$ cat config.mk
export PLATFORM = sky130hd
export DESIGN_NAME = mole_round_ctrl
export DESIGN_NICKNAME = d
export VERILOG_FILES = /design/src/rtl/mole_pkg.sv /design/src/rtl/mole_timer.sv /design/src/rtl/mole_round_ctrl.sv
export SDC_FILE = /design/constraint.sdc
export NUM_CORES = 1
export LEC_CHECK = 0
export BUFFER_PORTS_ARGS = -buffer_cell sky130_fd_sc_hd__buf_4
export CORE_UTILIZATION = 30
export CTS_CLUSTER_SIZE = 8
export DETAILED_ROUTE_END_ITERATION = 12
export MAX_ROUTING_LAYER = met4
export PLACE_DENSITY_LB_ADDON = 0.2
export RECOVER_POWER = 25
export SLEW_MARGIN = 40
export SYNTH_ARGS = -nofsm -noshare
export SYNTH_HDL_FRONTEND = slang
export SYNTH_SLANG_ARGS = --single-unit
export TNS_END_PERCENT = 1
$ cat constraint.sdc
create_clock -name clk -period 5.8 [get_ports clk]
set_input_delay 1.45 -clock clk [delete_from_list [all_inputs] [get_ports clk]]
set_output_delay 1.45 -clock clk [all_outputs]
set_load 0.01 [all_outputs]
$ cat src/rtl/mole_pkg.sv
`default_nettype none
//==============================================================================
// Module     : mole_pkg
// Description: Shared types and helpers for the whack-a-mole round sequencer.
//              NUM_MOLES  - number of mole LEDs / buttons
//              state_t    - round sequencer states
//              popcount10 - number of set bits in a mole-wide vector
// Revision   : 1.0 - initial release
//==============================================================================
package mole_pkg;

   localparam int NUM_MOLES = 10;

   typedef enum logic [2:0] {
      IDLE = 3'd0,
      LOAD = 3'd1,
      SHOW = 3'd2,
      GAP  = 3'd3,
      DONE = 3'd4
   } state_t;

   function automatic logic [3:0] popcount10(input logic [NUM_MOLES-1:0] v);
      logic [3:0] c;
      c = '0;
      for (int i = 0; i < NUM_MOLES; i++) begin
         c = c + {3'b000, v[i]};
      end
      return c;
   endfunction

endpackage
`default_nettype wire

$ cat src/rtl/mole_timer.sv
`default_nettype none
//==============================================================================
// Module     : mole_timer
// Description: Loadable down-counter that stops at zero.
//              clk      in  1  system clock
//              rst      in  1  synchronous active-high reset (count -> 0)
//              load     in  1  load load_val this cycle
//              load_val in  W  value to load
//              zero     out 1  count is zero
// Revision   : 1.0 - initial release
//==============================================================================
module mole_timer #(
   parameter int unsigned W = 8
) (
   input  logic         clk,
   input  logic         rst,
   input  logic         load,
   input  logic [W-1:0] load_val,
   output logic         zero
);

   logic [W-1:0] r_count;

   always_ff @(posedge clk) begin
      if (rst) begin
         r_count <= '0;
      end else if (load) begin
         r_count <= load_val;
      end else if (r_count != '0) begin
         r_count <= r_count - W'(1);
      end
   end

   assign zero = (r_count == '0);

endmodule
`default_nettype wire

$ cat src/rtl/mole_round_ctrl.sv
`default_nettype none
//==============================================================================
// Module     : mole_round_ctrl
// Description: Whack-a-mole round sequencer. Shows a PRBS pattern on the mole
//              LEDs for a display window, clears and scores hit moles, shrinks
//              the window after fully-cleared rounds, ends after ROUNDS rounds.
//              clk       in  1   system clock
//              rst       in  1   synchronous active-high reset
//              start     in  1   begin a game (honoured in IDLE/DONE only)
//              random    in  10  PRBS word, sampled in LOAD
//              hit       in  10  debounced button pulses
//              moles     out 10  lit moles
//              score     out 8   moles hit this game (saturating)
//              wrong     out 8   cycles with hits on unlit moles (saturating)
//              round_num out 8   rounds completed this game
//              busy      out 1   in LOAD/SHOW/GAP
//              game_over out 1   in DONE
// Revision   : 1.0 - initial release
//==============================================================================
module mole_round_ctrl
   import mole_pkg::*;
#(
   parameter int unsigned TICK_MAX   = 20_000_000,
   parameter int unsigned TICK_MIN   = 5_000_000,
   parameter int unsigned TICK_STEP  = 1_000_000,
   parameter int unsigned GAP_CYCLES = 5_000_000,
   parameter int unsigned ROUNDS     = 30
) (
   input  logic                 clk,
   input  logic                 rst,
   input  logic                 start,
   input  logic [NUM_MOLES-1:0] random,
   input  logic [NUM_MOLES-1:0] hit,
   output logic [NUM_MOLES-1:0] moles,
   output logic [7:0]           score,
   output logic [7:0]           wrong,
   output logic [7:0]           round_num,
   output logic                 busy,
   output logic                 game_over
);

   localparam int unsigned TW =
      $clog2(((TICK_MAX > GAP_CYCLES) ? TICK_MAX : GAP_CYCLES) + 1);
   localparam logic [TW-1:0] C_TICK_MAX = TW'(TICK_MAX);
   localparam logic [TW-1:0] C_TICK_MIN = TW'(TICK_MIN);
   localparam logic [TW-1:0] C_STEP     = TW'(TICK_STEP);
   localparam logic [TW-1:0] C_GAP_LAST = TW'(GAP_CYCLES - 1);
   localparam logic [7:0]    C_ROUNDS   = 8'(ROUNDS);

   state_t                 r_state, w_state_n;
   logic [TW-1:0]          r_period, w_period_n;
   logic [NUM_MOLES-1:0]   w_moles_n, w_hit_v, w_left;
   logic [7:0]             w_score_n, w_wrong_n, w_round_n;
   logic [8:0]             w_score_sum;
   logic                   w_tmr_load, w_tmr_zero;
   logic [TW-1:0]          w_tmr_val;

   mole_timer #(.W(TW)) u_timer (
      .clk      (clk),
      .rst      (rst),
      .load     (w_tmr_load),
      .load_val (w_tmr_val),
      .zero     (w_tmr_zero)
   );

   always_ff @(posedge clk) begin
      if (rst) begin
         r_state   <= IDLE;
         r_period  <= C_TICK_MAX;
         moles     <= '0;
         score     <= '0;
         wrong     <= '0;
         round_num <= '0;
         busy      <= 1'b0;
         game_over <= 1'b0;
      end else begin
         r_state   <= w_state_n;
         r_period  <= w_period_n;
         moles     <= w_moles_n;
         score     <= w_score_n;
         wrong     <= w_wrong_n;
         round_num <= w_round_n;
         // Status flags follow the next state so they line up with it.
         busy      <= (w_state_n == LOAD) || (w_state_n == SHOW) || (w_state_n == GAP);
         game_over <= (w_state_n == DONE);
      end
   end

   always_comb begin
      w_state_n   = r_state;
      w_period_n  = r_period;
      w_moles_n   = moles;
      w_score_n   = score;
      w_wrong_n   = wrong;
      w_round_n   = round_num;
      w_tmr_load  = 1'b0;
      w_tmr_val   = '0;
      w_hit_v     = hit & moles;
      w_left      = moles & ~w_hit_v;
      w_score_sum = {1'b0, score} + 9'(popcount10(w_hit_v));

      case (r_state)
         IDLE, DONE: begin
            w_moles_n = '0;
            if (start) begin
               w_state_n  = LOAD;
               w_score_n  = '0;
               w_wrong_n  = '0;
               w_round_n  = '0;
               w_period_n = C_TICK_MAX;
            end
         end
         LOAD: begin
            // An all-zero PRBS word would make an unwinnable round; light mole 0.
            w_moles_n  = (random == '0) ? NUM_MOLES'(1) : random;
            w_tmr_load = 1'b1;
            w_tmr_val  = r_period - TW'(1);
            w_state_n  = SHOW;
         end
         SHOW: begin
            w_moles_n = w_left;
            w_score_n = w_score_sum[8] ? 8'hFF : w_score_sum[7:0];
            if (((hit & ~moles) != '0) && (wrong != 8'hFF)) begin
               w_wrong_n = wrong + 8'd1;
            end
            // Clearing wins over expiry when both land in the same cycle.
            if ((w_left == '0) || w_tmr_zero) begin
               w_round_n = round_num + 8'd1;
               if (w_left == '0) begin
                  if (32'(r_period) >= TICK_MIN + TICK_STEP) begin
                     w_period_n = r_period - C_STEP;
                  end else begin
                     w_period_n = C_TICK_MIN;
                  end
               end
               w_moles_n  = '0;
               w_tmr_load = 1'b1;
               w_tmr_val  = C_GAP_LAST;
               w_state_n  = GAP;
            end
         end
         GAP: begin
            w_moles_n = '0;
            if (w_tmr_zero) begin
               w_state_n = (round_num == C_ROUNDS) ? DONE : LOAD;
            end
         end
         default: begin
            w_state_n = IDLE;
            w_moles_n = '0;
         end
      endcase
   end

endmodule
`default_nettype wire

Word level (Yosys, flattened, before mapping)
Index checks and enable logic that the tools add are counted.
{"block": "word_totals", "elab_cells": 87, "out_inout_bits": 36, "register_bits": 89, "input_bits": 23}
{"block": "classes", "bitwise_logic": 5, "n_mux": 26, "order_cmp": 1, "eq_ne": 14, "addsub": 15, "reduce_logical": 17}
{"cell": "25-bit two-way mux", "count": 6}
{"cell": "25-bit case mux with 2 select lines", "count": 2}
{"cell": "25-bit by 1-bit subtractor with 25-bit output (second input constant)", "count": 2}
{"cell": "8-bit case mux with 2 select lines", "count": 3}
{"cell": "8-bit two-way mux", "count": 4}
{"cell": "10-bit AND", "count": 3}
{"cell": "25-bit by 23-bit greater-or-equal comparator with 1-bit output (second input constant)", "count": 1}
{"cell": "25-bit logical NOT", "count": 1}
{"cell": "25-bit nonzero test", "count": 1}
{"cell": "25-bit by 20-bit subtractor with 25-bit output (second input constant)", "count": 1}
{"cell": "4-bit by 1-bit adder with 4-bit output", "count": 6}
{"cell": "23-bit two-way mux", "count": 1}
{"cell": "10-bit logical NOT", "count": 2}
{"cell": "10-bit two-way mux", "count": 2}
{"cell": "10-bit NOT", "count": 2}
{"cell": "10-bit case mux with 2 select lines", "count": 1}
{"cell": "8-bit by 1-bit adder with 8-bit output (second input constant)", "count": 2}
{"cell": "3-bit by 2-bit == test with 1-bit output (second input constant)", "count": 4}
{"cell": "3-bit two-way mux", "count": 4}
{"cell": "3-bit case mux with 4 select lines", "count": 1}
{"cell": "10-bit nonzero test", "count": 1}
{"cell": "8-bit by 4-bit adder with 9-bit output", "count": 1}
{"cell": "8-bit by 5-bit == test with 1-bit output (second input constant)", "count": 1}
{"cell": "2-bit != test (second input constant)", "count": 4}
{"cell": "16 further kinds", "count": 22}

Logic depth before layout (Yosys ltp)
Gate-level depths: netlist (run 1).
{"block": "depth", "ltp_word": 13, "mapped_depth": 14, "mapped_depth_nobuf": 14}

Modules after synthesis
A second synthesis (run 1) with hierarchy kept.
{"block": "unflattened", "cells_unflattened": 646, "hier_area_um2": 5097.4}
{"mod": "mole_round_ctrl", "area_each_um2": 3747.3, "seq_area_each_um2": 1161.1, "instances": 1, "cells_per_inst": 491}
{"mod": "mole_timer", "area_each_um2": 1350.0, "seq_area_each_um2": 500.5, "instances": 1, "cells_per_inst": 155}

Worst setup path after synthesis (run 1)
No wires, ideal clock.
{"block": "synth_timing", "path_type": "input port to flip-flop", "start": "input hit[0]", "end": "register score[3]", "arrival_ns": 4.622, "required_time_ns": 5.669, "n_path_buf": 0, "setup_slack_ns": 1.046, "path_stages": 13, "setup_time_ns": 0.131, "cell_sequence": "and2_1 fa_1 inv_1 fa_1 fa_1 fa_1 inv_1 fa_1 a21o_1 a21o_1 a31oi_1 o21a_1 nor3_1"}
{"block": "synth_via", "elab_chain_cells": 13}
{"element": "start, declared", "line_no": "mole_round_ctrl.sv:33", "source": "input logic [NUM_MOLES-1:0] hit,"}
{"element": "10-bit AND", "line_no": "mole_round_ctrl.sv:98", "source": "w_hit_v = hit & moles;"}
{"element": "1-bit by 1-bit adder with 2-bit output", "line_no": "mole_pkg.sv:26", "source": "c = c + {3'b000, v[i]};"}
{"element": "2-bit by 1-bit adder with 3-bit output", "line_no": "mole_pkg.sv:26"}
{"element": "3-bit by 1-bit adder with 4-bit output", "line_no": "mole_pkg.sv:26"}
{"element": "4-bit by 1-bit adder with 4-bit output (6 in series)", "line_no": "mole_pkg.sv:26"}
{"element": "8-bit by 4-bit adder with 9-bit output", "line_no": "mole_round_ctrl.sv:100", "source": "w_score_sum = {1'b0, score} + 9'(popcount10(w_hit_v));"}
{"element": "8-bit two-way mux", "line_no": "mole_round_ctrl.sv:122", "source": "w_score_n = w_score_sum[8] ? 8'hFF : w_score_sum[7:0];"}
{"element": "8-bit case mux with 2 select lines", "line_no": "mole_round_ctrl.sv:102", "source": "case (r_state)"}
{"element": "end signal, assigned", "line_no": "mole_round_ctrl.sv:80", "source": "score <= w_score_n;"}
{"element": "end, declared", "line_no": "mole_round_ctrl.sv:35", "source": "output logic [7:0] score,"}
Every way passes these cells.
A chain may end at the register's enable or synchronous reset.

Worst setup path after layout (run 1)
Ends and elaborated chain as after synthesis.

==> results of run 1 <==
worst paths after layout:
path	startpoint	end	slack (ps)	cells past startpoint
hold reg to reg	wrong[6]	wrong[6]	500	2
hold / removal	wrong[6]	wrong[6]	500	2
setup / recovery	hit[0]	score[3]	1000	14
setup reg to reg	moles[0]	score[3]	1890	13
logic make-up (layout without fill, tap and decap cells):
| kind of cell | Yosys count | count (layout) |
|---|---|---|
| DFF | 83 | 83 |
| and+or+nand+nor | 273 | 273 |
| buffers and inverters | 63 | 97 |
| xor gates and xnor gates | 33 | 33 |
| adders and majority gates | 19 | 19 |
| muxes | 4 | 4 |
| AOI/OAI and AO/OA | 162 | 162 |
power groups by stage:
stage,Clock [mW],Combinational (mW),Sequential [mW]
2_1_floorplan,0,0.349,0.685
3_3_place_gp,0,0.447,0.710
3_5_place_dp,0,0.454,0.713
4_1_cts,0.514,0.457,0.700
5_1_grt,0.540,0.504,0.713
6_report,0.498,0.457,0.703
worst max-delay path, stage by stage:
cell	delay (ps)
buf_4	120
and2_1	160
fa_1	500
inv_1	50
fa_1	500
fa_1	550
fa_1	210
inv_1	60
fa_1	390
a21o_1	210
a21o_1	220
a31oi_1	360
o21a_1	180
nor3_1	40
sequential cells by signal, summed over array words and instances (netlist names):
signal           flops
u_timer.r_count     25
r_period            19
moles               10
round_num            8
score                8
wrong                8
r_state              3
busy                 1
game_over            1
cell usage after synthesis (8+ instances only):
cell type / count
xnor2_1: 18
nor3_1: 23
nand4_1: 9
or4_1: 15
nor2b_1: 16
clkbuf_1: 32
a211oi_1: 13
a21oi_1: 40
nand2_1: 59
or3_1: 13
nand3_1: 12
dfxtp_1: 83
xor2_1: 15
inv_1: 25
a21o_1: 9
o211ai_1: 8
o21ai_0: 24
a22oi_1: 17
ha_1: 12
nand2b_1: 12
nor2_1: 66
nor4_1: 10
a31oi_1: 8
through the flow:
stage | area [um2] | power [mW] | hold WS [ps] | util
global placement | 5655 | 1.157 | 482.7 | 0.3422
CTS | 5896 | 1.672 | 500.1 | 0.3568
detailed placement | 5658 | 1.167 | 491.8 | 0.3424
finish | 5808 | 1.658 | 497.7 | 0.3515
floorplan | 5072 | 1.034 | 469.4 | -
global route | 5808 | 1.757 | 522.6 | 0.3515
routing by layer:
metal / track usage / routed length (um) / vias up
met3: 0.02730 / 635 / 20
li1: - / - / 2386
met5: - / 0 / -
met2: 0.2675 / 6607 / 133
met4: 0.07364 / 285 / 0
met1: 0.2279 / 6918 / 2347
cell type report:
cell class / instances / area share
clock buffers: 11 / 0.04007
clock inverters: 1 / 0.0008617
inverters: 25 / 0.01616
multi-input cells: 491 / 0.5493
flip-flops and latches: 83 / 0.2861
well taps: 220 / 0.04739
repair buffers: 60 / 0.06010
==> key figures, run 1 <==
Logic synthesis
  • Synth Area in Simple Gates: 0.2864
  • Dominant cells by area after synthesis: dfxtp_1, nor2_1, nand2_1
  • Syn avg cell area: about 8.0 um2
  • Compound-cell area share of the yosys netlist: 0.2163
  • Multiplexer share of the synthesized area: 0.007893
  • Ys async rst share: 0
  • Cell taking the most area after synthesis: dfxtp_1
  • Largest family of logic cells by synthesized area: simple AND/OR/NAND/NOR gates
  • Post-synthesis cell type count: 65
  • Post-Synth Adder-Cell Area: 0.05723
  • Post-synth EDFFs: 0
  • Yosys reg bits: a little over 80
  • Netlist Area Pre-Place: just over 5000 um2
  • Ys Warns: 0
  • Register area share after synthesis: 0.3276
  • Syn nets: 679
  • Area share of the largest cell type after synthesis: 0.3276
  • Post-Synth XOR/XNOR Area: 0.05698
  • Ys flop type: dfxtp_1
  • Gate count after technology mapping: roughly 640

Placement
  • Placement Setup Slack: approximately 660 ps
  • DPL Wire Length: 10530 um
  • Dpl cells: 879
  • Final GP Congestion: 0.8423
  • I/O Buffers: 58

Timing
  • Tightest Pin Transition: 710.8 ps
  • Fin. max-slew vios: 0
  • RSZ-0062 raised after global routing: false
  • Setup TNS: 0 ps
  • Final worst path period need: 4798 ps
  • Fin crit share: 0.8272
  • FMAX: 208.4 MHz
  • Final hold viol count: 0
  • Worst setup margin: 1002 ps
  • Clock Skews: 6.044 ps
  • Setup Viol. Count Final: 0
  • Slew HR: 0.5225

GRT
  • Vias in the first global route: 4673
  • Pin count of the biggest net entering global routing: 38
  • First-pass GRT wire length: 23760 um
  • Initial antenna violation count: 0
  • GRT overflow: 0
  • Gr usage total: 0.1746

Final layout
  • Seq. cell area: 1662 um2
  • Area growth from synthesis to layout: 14.50%
  • Area of the multi-input gates: 3191 um2
  • Final cell count without fillers: about 900
  • Ant diodes: 0
  • Commonest non-fill, non-tap cell in the layout: dfxtp_1
  • Nets@finish: 712
  • Layout cells sized above 1: 0.09389
  • Layout fillers: 1738
  • Commonest non-fill, non-tap cells in the layout: dfxtp_1, nor2_1, nand2_1

Routing
  • DRC: 0
  • Detail Route Antenna Nets: 0
  • Average wire per standard cell: 16.21 um
  • Pre-antenna DRT Iters: 5
  • DR iter-0 viols: 354
  • DR vias: 4886
  • Final WL: 14450 um
  • Vias per inst: about 5.5

Pwr
  • Net Switching: 0.5702 mW
  • Total power divided by cell area: 285.5 nW/um2
  • Clock Power Share: 0.300
  • Sw frac: 0.3439
  • Flop pwr share: 0.424
  • Comb power frac: 0.275
  • Pleak: 2.039 nW
  • Cell Int Power: 1.088 mW
  • Worst vdd rail ir drop: 0.1530 mV

CTS
  • Clock Latency Late Sink: 350 ps
  • Post-CTS sizing: 0
  • Worst-path clk slew: 60 ps
  • CTS Buf Count: 9
  • H-tree lvl count: 3
  • CTS sink cnt: 83
  • Maximum clock path buffer count: 2
  • CTS Hold Bufs: 0
  • CTS tree: built
  • CTS root buffer: clkbuf_16
  • Setup Fix Bufs, Post-CTS: 0

Floorplanning
  • FP Rows: between 40 and 50
  • Die H: 132.0 um
  • Core area: 16520 um2
  • Die area: 17430 um2
  • I/O pin cnt: 59
  • Initial Utilization: 0.3070
  • Die Wd: 132.0 um

Setup path
  • Worst path arrival time: 5020 ps
  • Crit Path Class: input pin to register
  • Critical path peak fanout: 4
  • Req. time, crit path: 6020 ps
  • CP endpoint kind: register
  • Worst Setup Start Kind: input pin

Run status
  • Status: completed

Hold path
  • Worst Hold Class: register to register

Run
  • Max Cap Viol: 0
(Power assumes the default switching activity.)
==> run 2, diff against run 1 <==
clock period = 3.9 ns   (was 5.8 ns; I/O delays follow)
==> run 2 against run 1 <==
The run now ends with setup timing left. Final cell count rose by 1.3%. Clock power rose by 70%. Global-route usage rose by 0.25 points. Non-clock buffer count rose by 10. Clock skew fell by 0.87 ps.
==> key figures, run 2 (synthesis results as in run 1) <==
Final layout
  • Largest register FFs: 25
  • Final Core Density: 0.3635
  • Layout fillers: 1765
  • Area of the multi-input gates: roughly 3200 um2
  • Commonest non-fill, non-tap cells in the layout: dfxtp_1, nor2_1, buf_4
  • Layout cells sized above 1: 0.1435
  • Nets@finish: ~720
  • Final cell count without fillers: 903
  • Post-route cell area: ~6000 um2
  • Ant diodes: 0
  • Area growth from synthesis to layout: 18.43%
  • Seq. cell area: 1662 um2
  • Commonest non-fill, non-tap cell in the layout: dfxtp_1
  • Largest registers: u_timer.r_count: 25 flops, r_period: 19 flops, moles: 10 flops
  • Reg with most FFs: u_timer.r_count

Hold path
  • Hold_sp: wrong[6]
  • Worst Hold Class: register to register
  • Hold path depth: 2
  • Min-Delay Endpoint: wrong[6]

Setup path
  • Worst reg-to-reg setup slack: 300 ps
  • Req. time, crit path: around 4000 ps
  • Critical path peak fanout: 4
  • Reg2reg start: moles[8]
  • Reg2reg path depth: 12
  • Critical Path Source: hit[0]
  • CP endpoint kind: register
  • R2r endpoint: score[2]
  • Crit Path Class: input pin to register
  • Worst path arrival time: 4160 ps
  • Worst Setup Start Kind: input pin

Placement
  • Dpl cells: 889
  • Placement Setup Slack: -442.7 ps
  • Area after DPL: 5744 um2
  • I/O Buffers: 58
  • Final GP Congestion: 0.8476
  • DPL Wire Length: 10640 um

CTS
  • CTS Hold Bufs: 0
  • CTS sink cnt: 83
  • Worst-path clk slew: ~60 ps
  • CTS root buffer: clkbuf_16
  • CTS tree: built
  • Setup Fix Bufs, Post-CTS: 0
  • CTS Buf Count: 9
  • H-tree lvl count: 3
  • Clock Latency Late Sink: 350 ps
  • Maximum clock path buffer count: 2

Pwr
  • Pleak: roughly 2.2 nW
  • Total power divided by cell area: 429.9 nW/um2
  • Worst vdd rail ir drop: roughly 0.23 mV
  • Final Power: 2.582 mW

Timing
  • Final hold slack: 503.7 ps
  • Worst setup margin: -48.76 ps
  • Final hold viol count: 0
  • Fin crit share: 1.013
  • FMAX: 253.2 MHz
  • RSZ-0062 raised after global routing: true
  • Final worst path period need: 3949 ps
  • Setup Viol. Count Final: 6
  • Slew HR: 0.5417
  • Setup TNS: -182.1 ps
  • Fin. max-slew vios: 0
  • Clock Skews: approximately 5.2 ps
  • Tightest Pin Transition: 682.1 ps

GRT
  • Initial antenna violation count: 0
  • First-pass GRT wire length: 24180 um
  • Gr usage total: 0.1771
  • GRT overflow: 0
  • Vias in the first global route: 4717
  • Pin count of the biggest net entering global routing: 38

Run status
  • Status: complete, but fails checks
  • Failing checks: setup timing

Routing
  • Vias per inst: 5.393
  • Final WL: 14500 um
  • DR iter-0 viols: about 350
  • DRC: 0
  • Average wire per standard cell: between 15 and 20 um
  • DR vias: 4870
  • Detail Route Antenna Nets: 0
  • Pre-antenna DRT Iters: 5

Run
  • Max Cap Viol: 0

Floorplanning
  • Initial Utilization: 0.3070
  • Die H: roughly 130 um
  • Core area: 16520 um2
  • FP Rows: 47
  • I/O pin cnt: 59
  • Die area: ~17000 um2
  • Die Wd: 132.0 um
run 2: changes by cell type in the layout (fill, tap and decap cells not counted), sizes merged:
| cell | previous run | this run |
|---|---|---|
| clkbuf | 38 | 20 |
| bufinv | 0 | 1 |
| buf | 33 | 61 |
| clkinv | 1 | 2 |
run 2: layer usage:
layer | global-route usage | vias to the layer above | routed length [um]
li1 | - | 2396 | -
met1 | 0.2333 | 2341 | 7100
met2 | 0.2745 | 117 | 6576
met3 | 0.02999 | 16 | 619
met4 | 0.05749 | 0 | 206
met5 | - | - | 0
run 2: worst max-delay path, stage by stage:
cell	delay, ps
buf_4	110
and2_4	150
fa_1	490
inv_1	50
fa_1	460
fa_1	520
fa_2	220
inv_2	40
fa_2	340
a21o_1	180
a21o_1	210
a31oi_2	200
buf_4	160
a211oi_1	60
run 2: worst max path at each step:
stage | to | slack [ps]
6_report | score[2] | -50
3_5_place_dp | score[1] | -440
5_1_grt | score[0] | -200
2_1_floorplan | score[3] | -180
4_1_cts | score[2] | -40
3_3_place_gp | score[0] | -400
run 2: what timing repair did:
action	CTS	global route
cloned	0	0
setup endpoints to repair	8	8
pin swaps	3	1
gates resized for setup	3	1
run 2: area by class of cell:
cell class,count,share of cell area
clock buffers,11,0.04041
clock inverters,3,0.006665
inverters,25,0.01562
multi-input cells,491,0.5330
flip-flops and latches,83,0.2766
well taps,220,0.04582
repair buffers,70,0.08186
run 2: where the power goes:
part / internal (mW) / total, mW / switching (mW)
clock network: 0.504 / 0.845 / 0.341
registers: 0.932 / 1.04 / 0.112
logic: 0.283 / 0.693 / 0.410
total: 1.72 / 2.58 / 0.863
==> run 3, diff against run 2 <==
clock period = 4.6 ns   (was 3.9 ns; I/O delays follow)
==> run 3 against run 2 <==
Critical endpoint is now score[0]. Register-to-register slack better by 530 ps. Final cell count is 0.66% lower. Total power is 16% lower. Wire length is 1.4% lower. Count of clock-buffer cells in the layout is 1 lower. Worst hold slack better by 1.5 ps. Sequential share of layout area is 0.70 points higher. The run now ends clean. Sequential power is 15% lower. Global-route usage is 0.31 points lower. Via count is 0.31% higher. Die area stayed put. Clock power is 15% lower.
==> key figures, run 3 (synthesis results as in run 1) <==
CTS
  • Setup Fix Bufs, Post-CTS: 0
  • CTS root buffer: clkbuf_16
  • Maximum clock path buffer count: 2
  • CTS sink cnt: just over 80
  • CTS Buf Count: 9
  • Worst-path clk slew: 60 ps
  • CTS tree: built
  • H-tree lvl count: 3
  • Post-CTS sizing: 0
  • Clock Latency Late Sink: ~350 ps
  • CTS Hold Bufs: 0

Timing
  • Final hold slack: between 500 and 600 ps
  • RSZ-0062 raised after global routing: false
  • Slew HR: 0.4483
  • Setup Viol. Count Final: 0
  • Fin. max-slew vios: 0
  • Worst setup margin: 253.4 ps
  • Clock Skews: just under 7 ps
  • FMAX: 230.1 MHz
  • Final worst path period need: about 4300 ps
  • Tightest Pin Transition: 825.5 ps
  • Fin crit share: 0.9449
  • Setup TNS: 0 ps
  • Final hold viol count: 0

Final layout
  • Final cell count without fillers: 897
  • Ant diodes: 0
  • Reg with most FFs: u_timer.r_count
  • Nets@finish: 715
  • Post-route cell area: 5858 um2
  • Largest registers: u_timer.r_count: 25 flops, r_period: 19 flops, moles: 10 flops
  • Commonest non-fill, non-tap cell in the layout: dfxtp_1
  • Largest register FFs: 25
  • Final Core Density: 0.3545
  • Area growth from synthesis to layout: 15.49%
  • Commonest non-fill, non-tap cells in the layout: dfxtp_1, nor2_1, nand2_1
  • Layout fillers: 1765
  • Layout cells sized above 1: 0.09897

Run
  • Max Cap Viol: 0

Setup path
  • CP endpoint kind: register
  • Crit Path Class: input pin to register
  • Worst Setup Start Kind: input pin
  • Top Family by Delay on Critical Path: adder cells
  • Req. time, crit path: 4820 ps
  • CP cell instances: buf_4 -> and2_1 -> fa_1 -> inv_1 -> fa_1 -> fa_1 -> fa_1 -> inv_1 -> fa_1 -> a21o_1 -> a21o_1 -> a31oi_1 -> buf_4 -> a211oi_1
  • Worst path arrival time: 4560 ps
  • Crit path top cell by count: fa_1
  • Slowest-stage cell, CP: fa_1
  • Max incr delay on CP: between 500 and 600 ps
  • Critical path buffer and inverter count: 4
  • Critical path peak fanout: 4

Routing
  • DR iter-0 viols: 354
  • M1 WL: 7052 um
  • Met3 routed wirelength: 621 um
  • Final WL: 14300 um
  • Met2 Routed Length: 6424 um
  • DR vias: 4885
  • Vias per inst: 5.446
  • Average wire per standard cell: 15.94 um
  • Pre-antenna DRT Iters: 5
  • Detail Route Antenna Nets: 0
  • DRC: 0
  • Top layer in use: met4

Floorplanning
  • Die area: 17430 um2
  • I/O pin cnt: 59
  • Die Wd: 132.0 um
  • Die H: 132.0 um
  • FP Rows: 47
  • Core area: approximately 17000 um2
  • Initial Utilization: 0.3070

Placement
  • Final GP Congestion: 0.8529
  • DPL Wire Length: 10460 um
  • I/O Buffers: 58
  • Placement Setup Slack: -96.96 ps
  • Area after DPL: 5680 um2
  • Dpl cells: 882

Run status
  • Status: completed

GRT
  • Initial antenna violation count: 0
  • GRT overflow: 0
  • Vias in the first global route: about 4.6k
  • Gr usage total: 0.1740
  • First-pass GRT wire length: 23720 um
  • Pin count of the biggest net entering global routing: 38

Pwr
  • Final Power: roughly 2.2 mW
  • Pleak: 2.061 nW
  • Total power divided by cell area: 370.5 nW/um2
  • Worst vdd rail ir drop: 0.2173 mV

Hold path
  • Worst Hold Class: register to register
## run 3: cell count changes in the layout (fill, tap and decap cells not counted), moves of 2 or more
cell        delta
clkinvlp_4     +2
fa_1           +2
and2_1         +2
fa_2           -2
buf_4         -27
clkbuf_1      +20
## run 3: final cells by class
class                      count  area (um2)  area share
tap                          220       275.3     0.04699
clock buffer                  10       229.0     0.03909
multi-input combinational    491        3179      0.5427
timing repair buffer          63       364.1     0.06215
clock inverter                 5       55.05    0.009398
inverter                      25       93.84     0.01602
sequential                    83        1662      0.2836
## run 3: final timing paths
check | endpoint | startpoint | cells after the start | slack (ps)
worst max-delay path | score[0] | hit[0] | 14 | 250
worst min-delay path | round_num[7] | round_num[7] | 2 | 510
worst max register to register | score[0] | moles[0] | 13 | 830
worst min register to register | round_num[7] | round_num[7] | 2 | 510
## run 3: worst min-delay path, stage by stage (launching register included)
cell and delay (ps):
dfxtp_1 330, o31ai_1 70, a21oi_1 60
## run 3: layer usage
layer / vias up / track usage
met5: - / -
met4: 0 / 0.06331
met3: 14 / 0.02191
met2: 121 / 0.2684
met1: 2350 / 0.2325
li1: 2400 / -
## run 3: report_power, final
part | switching (mW) | internal (mW) | total, mW | leakage [nW]
sequential | 0.0936 | 0.790 | 0.884 | 0.676
combinational | 0.342 | 0.229 | 0.571 | 1.25
clock | 0.300 | 0.416 | 0.716 | 0.134
total | 0.736 | 1.43 | 2.17 | 2.06
